File: src/rtl/hilo_div_unit.sv
// HI/LO writeback stage for a combinational signed divider: holds operands for
// DIV_LAT cycles, commits quotient/remainder, and handles MTHI/MTLO and divide corner cases.
module hilo_div_unit #(
    parameter int DIV_LAT = 4
) (
    input  logic        clk,
    input  logic        reset,
    input  logic        start,
    input  logic [1:0]  op,
    input  logic [31:0] s_in,
    input  logic [31:0] t_in,
    output logic [31:0] s_div,
    output logic [31:0] t_div,
    input  logic [31:0] quotient,
    input  logic [31:0] remainder,
    output logic [31:0] hi,
    output logic [31:0] lo,
    output logic        busy,
    output logic        done,
    output logic        n_flag,
    output logic        z_flag,
    output logic        dz_flag
);

    typedef enum logic [0:0] {
        IDLE = 1'b0,
        RUN  = 1'b1
    } state_t;

    localparam logic [1:0]  OP_DIV   = 2'b00;
    localparam logic [1:0]  OP_MTHI  = 2'b01;
    localparam logic [1:0]  OP_MTLO  = 2'b10;
    localparam logic [3:0]  CNT_INIT = 4'(DIV_LAT - 1);
    localparam logic [31:0] INT_MIN  = 32'h8000_0000;
    localparam logic [31:0] NEG_ONE  = 32'hFFFF_FFFF;

    state_t      state_r, state_s;
    logic [3:0]  cnt_r, cnt_s;
    logic [31:0] s_div_s, t_div_s, hi_s, lo_s;
    logic        busy_s, done_s, n_s, z_s, dz_s;

    // Divide-by-zero and INT_MIN/-1 are undefined at the divider, so they are resolved here.
    // Result packs {dz, hi, lo}.
    function automatic logic [64:0] commit_value(
        input logic [31:0] s,
        input logic [31:0] t,
        input logic [31:0] q,
        input logic [31:0] r
    );
        logic [64:0] res;
        if (t == 32'h0000_0000) begin
            res = {1'b1, s, NEG_ONE};
        end else if ((s == INT_MIN) && (t == NEG_ONE)) begin
            res = {1'b0, 32'h0000_0000, INT_MIN};
        end else begin
            res = {1'b0, r, q};
        end
        return res;
    endfunction

    // Next-state and next-output logic for the IDLE/RUN sequencer.
    always_comb begin
        state_s = state_r;
        cnt_s   = cnt_r;
        s_div_s = s_div;
        t_div_s = t_div;
        hi_s    = hi;
        lo_s    = lo;
        n_s     = n_flag;
        z_s     = z_flag;
        dz_s    = dz_flag;
        done_s  = 1'b0;
        busy_s  = 1'b0;
        case (state_r)
            IDLE: begin
                if (start) begin
                    case (op)
                        OP_DIV: begin
                            s_div_s = s_in;
                            t_div_s = t_in;
                            cnt_s   = CNT_INIT;
                            state_s = RUN;
                        end
                        OP_MTHI: hi_s = s_in;
                        OP_MTLO: lo_s = s_in;
                        default: state_s = IDLE;
                    endcase
                end else begin
                    state_s = IDLE;
                end
            end
            RUN: begin
                if (cnt_r != 4'd0) begin
                    cnt_s = cnt_r - 4'd1;
                end else begin
                    {dz_s, hi_s, lo_s} = commit_value(s_div, t_div, quotient, remainder);
                    n_s     = lo_s[31];
                    z_s     = (lo_s == 32'h0000_0000);
                    done_s  = 1'b1;
                    state_s = IDLE;
                end
            end
            default: state_s = IDLE;
        endcase
        busy_s = (state_s == RUN);
    end

    // State and output registers; reset aborts any operation in flight.
    always_ff @(posedge clk or negedge reset) begin
        if (!reset) begin
            state_r <= IDLE;
            cnt_r   <= 4'd0;
            s_div   <= 32'h0000_0000;
            t_div   <= 32'h0000_0000;
            hi      <= 32'h0000_0000;
            lo      <= 32'h0000_0000;
            busy    <= 1'b0;
            done    <= 1'b0;
            n_flag  <= 1'b0;
            z_flag  <= 1'b0;
            dz_flag <= 1'b0;
        end else begin
            state_r <= state_s;
            cnt_r   <= cnt_s;
            s_div   <= s_div_s;
            t_div   <= t_div_s;
            hi      <= hi_s;
            lo      <= lo_s;
            busy    <= busy_s;
            done    <= done_s;
            n_flag  <= n_s;
            z_flag  <= z_s;
            dz_flag <= dz_s;
        end
    end

endmodule

File: config.mk
export PLATFORM = sky130hd
export DESIGN_NAME = hilo_div_unit
export DESIGN_NICKNAME = d
export VERILOG_FILES = /design/src/rtl/hilo_div_unit.sv
export SDC_FILE = /design/constraint.sdc
export NUM_CORES = 1
export LEC_CHECK = 0
export CAP_MARGIN = 20
export CELL_PAD_IN_SITES_DETAIL_PLACEMENT = 1
export CELL_PAD_IN_SITES_GLOBAL_PLACEMENT = 1
export CORE_MARGIN = 4
export CORE_UTILIZATION = 29
export CTS_BUF_LIST = sky130_fd_sc_hd__clkbuf_4 sky130_fd_sc_hd__clkbuf_8
export DETAILED_ROUTE_END_ITERATION = 12
export HOLD_SLACK_MARGIN = 0.08
export MAX_ROUTING_LAYER = met4
export PLACE_DENSITY = 0.85
export SYNTH_ARGS = -nofsm -noshare
export SYNTH_HDL_FRONTEND = slang
export SYNTH_SLANG_ARGS = --single-unit
File: constraint.sdc
create_clock -name clk -period 2 [get_ports clk]
set_input_delay 0.2 -clock clk [delete_from_list [all_inputs] [get_ports clk]]
set_output_delay 0.2 -clock clk [all_outputs]
set_load 0.02 [all_outputs]
==> metrics, run 1 <==
status complete, but fails checks; failing checks negative setup slack; # nets final 1062; post-synth top area share 55.35%; VDD IR max 0.7938 mV; All-Layer GR Usage 23.23%; number of synthesized flops with an enable pin 0; Mapped Area 6193 um^2; final core utilization 49.54%; grt total ovfl 0; fillers 2295; largest net degree at the start of global routing 55; slew margin rel. 61.91%; Async SR Flop Fraction 100.0%; Die Area 23760 um^2; Seq/Total Area, Yosys 55.35%; Peak Freq 0.4639 GHz; final setup fails 65; Detailed Route Iter0 Violations 276; clk slew on worst S/H paths 0.09 ns; syn nets 742; CP Launch Point s_div[17]; Storage cell area 3432 um^2; most area-consuming cells after synthesis dfrtp_1, mux2_2, nor2_1; Rows 53; crit start category register; Port Buf Inserts 265; vias in the first global route 7063; worst clock skew 0.01858 ns; Setup WS post-layout -0.1558 ns; Reg2Reg Launch Point s_div[17]; H-tree Lvls 4; die height 154.1 um; Routed WL 27130 um; Reg2Reg Capture Point hi[30]; static leakage 4.338 nW; RSZ-0062 raised after global routing yes; critical path class register to register; clk_lat worst skew 0.45 ns; CP max FO 38; Die W 154.1 um; gpl congestion 0.8218; Vias/cell 5.192; total number of yosys warnings 0; Post-synth top cells dfrtp_1, nor2_1, nand2_1, mux2_2; worst slew pin tran 0.5700 ns; flops & latches, synth 137; drt wl/cell 22.31 um; hold crit path type primary input to asynchronous set/reset pin; Worst R2R Setup Slack -0.16 ns; area delta synth->final 68.14%; Final Hold Vio Count 0; synthesized area per cell 10.20 um^2; max-cap violations 0; final slew viol count 0; Final Cycle Share 107.8%; share of cells above drive strength 1 21.38%; Initial Util 29.46%; CTS tree done; Max clock buf depth 2; multi-input gate area in the final layout 2744 um^2; Cell Pwr Density 1593 nW/um^2; Vias 6313; CP required 2.31 ns; leading area contributor after synthesis dfrtp_1; number of antenna violations at the first check in global routing 1; DRT Pass-1 Iters 4; Pwr Total 16.59 mW; detailed-route DRC error count 0; path depth of the worst reg2reg path 8; Post-DP HPWL 20140 um; top-count cell post-synth dfrtp_1; Ports 266; Syn Inst Count 607; CP endpoint hi[30]; hold_ws 0.2429 ns; first-pass GRT wire length 41710 um; CP arrival 2.46 ns; Top FF cell, synth dfrtp_1; Setup crit end kind register; Post-Place Worst Slack -0.5884 ns; clk sink count 137; fin crit period 2.156 ns; TritonCTS Buffers 17; Core ar. 21020 um^2; Post-DRT Antenna Nets 0; library cells used by synthesis 30; root buf cell clkbuf_8
placed cells by master (no fill, tap or decap), types with 4 or more instances in the layout:
cell / n
mux2_2: 64
clkdlybuf4s50_1: 263
nand2_1: 65
a21oi_1: 35
nand3_1: 30
nand4_1: 11
nor2_1: 101
or4_1: 4
a31oi_1: 32
bufinv_16: 6
buf_4: 62
clkbuf_8: 18
buf_12: 11
a221oi_1: 30
dfrtp_1: 134
nor4_1: 14
logic make-up after synthesis:
family / share of synthesized area (%)
adder cells (fa/ha/maj): 0.4040
buffers and inverters: 2.788
AO/OA/AOI/OAI: 11.07
multiplexers: 11.64
XOR/XNOR: 0.2829
AND/OR/NAND/NOR: 18.46
flip-flops: 55.35
metrics by stage:
step,cells,instance area (um^2),TNS (ns)
2_1_floorplan,607,6236,-1.906
3_3_place_gp,1178,9748,-30.96
3_5_place_dp,1178,9748,-34.67
4_1_cts,1214,10360,-8.995
5_1_grt,1216,10410,-14.35
6_report,1216,10410,-7.699
layer usage:
metal  GRT usage (%)  up-vias  routed length (um)  part of all wire, %
met3           5.798       30                1627                  6.0
met5               -        -                   0                    0
met2           39.50      226               13940                   51
met4           5.383        0                 419                  1.5
li1                -     2849                   -                    -
met1           27.89     3208               11150                   41
worst min path at each step:
stage                from       end  slack [ns]
floorplan           reset  cnt_r[0]        -0.1
global placement    reset      done        0.16
detailed placement  reset      done        0.16
CTS                 reset      done        0.23
global route        reset      done        0.24
finish              reset    hi[24]        0.24
sequential cells by signal, summed over array words and instances (netlist names):
| register | count |
|---|---|
| state_r | 1 |
| lo | 32 |
| s_div | 32 |
| z_flag | 1 |
| n_flag | 1 |
| done | 1 |
| hi | 32 |
| cnt_r | 4 |
| t_div | 32 |
| dz_flag | 1 |
worst max-delay path: stages (launching register included):
cell,delay (ns)
dfrtp_2,0.41
or4_1,0.57
nor4_2,0.26
buf_4,0.14
nand4_1,0.10
buf_6,0.16
buf_12,0.16
nand3_1,0.11
a31oi_1,0.09
area by class of cell:
type	count	area share (%)
inverter	3	0.1081
antenna	1	0.02403
sequential	137	32.96
tap	275	3.304
clock inverter	13	2.295
timing repair buffer	342	32.51
multi-input combinational	426	26.35
clock buffer	19	2.451
power breakdown:
group	switching (mW)	internal, mW	total (mW)	leakage [nW]
combinational	4.33	4.27	8.60	2.48
clock	1.21	1.68	2.89	0.241
sequential	0.983	4.12	5.10	1.62
total	6.52	10.1	16.6	4.34
repair_timing:
action	in CTS	in global routing
resized for setup	17	8
pin swaps	8	5
endpoints found under the hold margin	119	0
setup buffers	2	1
cloned	1	0
hold buffers	1	0
setup endpoints to repair	67	66
(Power assumes the default switching activity.)
==> run 2, diff against run 1 <==
Settings changed: CORE_UTILIZATION 29 to 35, PLACE_DENSITY 0.85 to unset, PLACE_DENSITY_LB_ADDON set to 0.2.
Clock period 2 ns to 2.7 ns, I/O delays scaled along.
==> run 2 against run 1 <==
The flow now finishes without violations. Worst hold slack improved by 0.14 ns. Maximum frequency decreased by 13%. Power fell by 32%. Non-clock buffer count is 61 lower. Register-to-register slack better by 0.37 ns. Combinational power shrank 36%. Highest routed layer unchanged. Largest power group unchanged. Critical endpoint is now hi[7].
==> metrics, run 2 (same netlist as run 1, synthesis figures left out) <==
status complete, no violations; Max stage delay on crit path 0.58 ns (about the same); Die Area 19890 um^2 (-16%); first-pass GRT wire length 37720 um (-9.6%); grt total ovfl 0 (unchanged); fillers 1872 (-18%); clk sink count 137 (unchanged); Cell Pwr Density 1170 nW/um^2 (-27%); Core ar. 17300 um^2 (-18%); Ports 266 (unchanged); static leakage 3.913 nW (-9.8%); CTS tree done; Met1 Wirelength 10020 um (-10%); most common cell after layout, fill and taps aside clkdlybuf4s50_1; metal3 WL 1248 um (-23%); All-Layer GR Usage 25.10% (+1.9 points); most frequent cells in the layout clkdlybuf4s50_1, dfrtp_1, nor2_1, nand2_1, mux2_2; die height 141.0 um (-8.5%); Vias 5947 (-5.8%); path depth of the worst reg2reg path 6 (-2); CP max FO 33 (-13%); slowest CP cell or4_1; fin crit period 2.485 ns (+0.3290 ns); Final Cycle Share 92.03% (-16 points); TritonCTS Buffers 17 (unchanged); multi-input gate area in the final layout 2636 um^2 (-3.9%); root buf cell clkbuf_8; H-tree Lvls 4 (unchanged); uppermost routed layer met4; Setup crit end kind register; CP required 2.99 ns (+0.68 ns); Post-DP HPWL 17520 um (-13%); Vias/cell 5.392 (+3.9%); area delta synth->final 55.23%; Reg2Reg Capture Point hi[7]; max-cap violations 0 (unchanged); RSZ-0062 raised after global routing no; crit start category register; DR WL met2 12010 um (-14%); Worst R2R Setup Slack 0.22 ns (+0.37 ns); Initial Util 35.81% (+6.3 points); DRT Pass-1 Iters 6 (+2); post-route insts no fill 1103 (-9.3%); Die W 141.0 um (-8.5%); Peak Freq 0.4025 GHz (-13%); VDD IR max 0.6315 mV (-20%); # diodes 0 (-1); Detailed Route Iter0 Violations 230 (-17%); post-CTS setup buffer count 0 (-2); Final Hold Vio Count 0 (unchanged); post-route cell area 9614 um^2 (-7.7%); crit-path cells or4_1, nor4_1, nand4_1, buf_4, nand3_1, a31oi_1; Placed Area 9180 um^2 (-5.8%); CP arrival 2.78 ns (+0.32 ns); Port Buf Inserts 265 (unchanged); Storage cell area 3428 um^2 (-0.11%); Max clock buf depth 2 (unchanged); number of antenna violations at the first check in global routing 0 (-1); Reg2Reg Launch Point s_div[22]; slew margin rel. 43.67% (-18 points); drt wl/cell 21.73 um (-2.6%); clk_lat worst skew 0.45 ns (about the same); worst slew pin tran 0.8449 ns (+0.2749 ns); vias in the first global route 6538 (-7.4%); final slew viol count 0 (unchanged); largest net degree at the start of global routing 69 (+25%); worst clock skew 0.01521 ns (-0.003377 ns); Routed WL 23970 um (-12%); gpl congestion 0.8759 (+6.6%); Post-DRT Antenna Nets 0 (unchanged); share of cells above drive strength 1 13.90% (-7.5 points); Cells after DPL 1070 (-9.2%); critical path class register to register; clk slew on worst S/H paths 0.09 ns (about the same); # nets final 1000 (-5.8%); hold crit path type primary input to asynchronous set/reset pin; Rows 48 (-9.4%); detailed-route DRC error count 0 (unchanged); final setup fails 0 (-100%)
[run 2: per-layer routing]
metal | up-vias | global-route usage [%]
met5 | - | -
met3 | 36 | 5.360
met1 | 3000 | 30.83
li1 | 2717 | -
met4 | 0 | 8.618
met2 | 194 | 41.28
[run 2: final cells by class]
| cell class | instances | share of cell area (%) |
|---|---|---|
| Sequential cell | 137 | 35.66 |
| Timing Repair Buffer | 281 | 29.53 |
| Multi-Input combinational cell | 425 | 27.42 |
| Tap cell | 225 | 2.928 |
| Clock buffer | 20 | 2.798 |
| Clock inverter | 12 | 1.549 |
| Inverter | 3 | 0.1171 |
[run 2: worst max-delay path: cells and delay by family (launching register included)]
family	cells	cell delay [ns]
AO/OA/AOI/OAI	1	0.12
buffers and inverters	1	0.30
flip-flops	1	0.41
AND/OR/NAND/NOR	4	1.51
[run 2: worst max-delay path by stage]
stage / depth (start not counted) / to / start / slack, ns
after global routing: 7 / hi[7] / s_div[3] / 0.1
after CTS: 7 / hi[7] / s_div[3] / 0.16
after detailed placement: 7 / hi[7] / s_div[3] / -0.12
after floorplan: 5 / lo[31] / s_div[22] / 0.58
after global placement: 7 / hi[0] / s_div[3] / -0.07
final: 6 / hi[7] / s_div[22] / 0.22
[run 2: power by group]
group | leakage (nW) | switching (mW) | total [mW] | internal [mW]
Sequential | 1.62 | 0.883 | 3.93 | 3.05
Clock | 0.204 | 0.824 | 1.79 | 0.967
Combinational | 2.09 | 2.82 | 5.53 | 2.71
[run 2: repair_timing]
action	4_1_cts	5_1_grt
hold endpoints to repair	66	0
endpoints found under the setup margin	24	0
hold buffers	1	0
resized for setup	1	0
[run 2: through the flow]
stage | TNS, ns | hold WS (ns) | util [%] | total power, mW | worst slack [ns]
4_1_cts | 0 | 0.3706 | 55.58 | 11.37 | 0.1552
3_5_place_dp | -2.603 | 0.3129 | 53.07 | 9.522 | -0.1248
2_1_floorplan | 0 | -0.02559 | - | 6.492 | 0.5806
3_3_place_gp | -2.166 | 0.3182 | 53.07 | 9.343 | -0.07377
5_1_grt | 0 | 0.3867 | 55.58 | 11.92 | 0.09887
6_report | 0 | 0.3838 | 55.58 | 11.25 | 0.2152
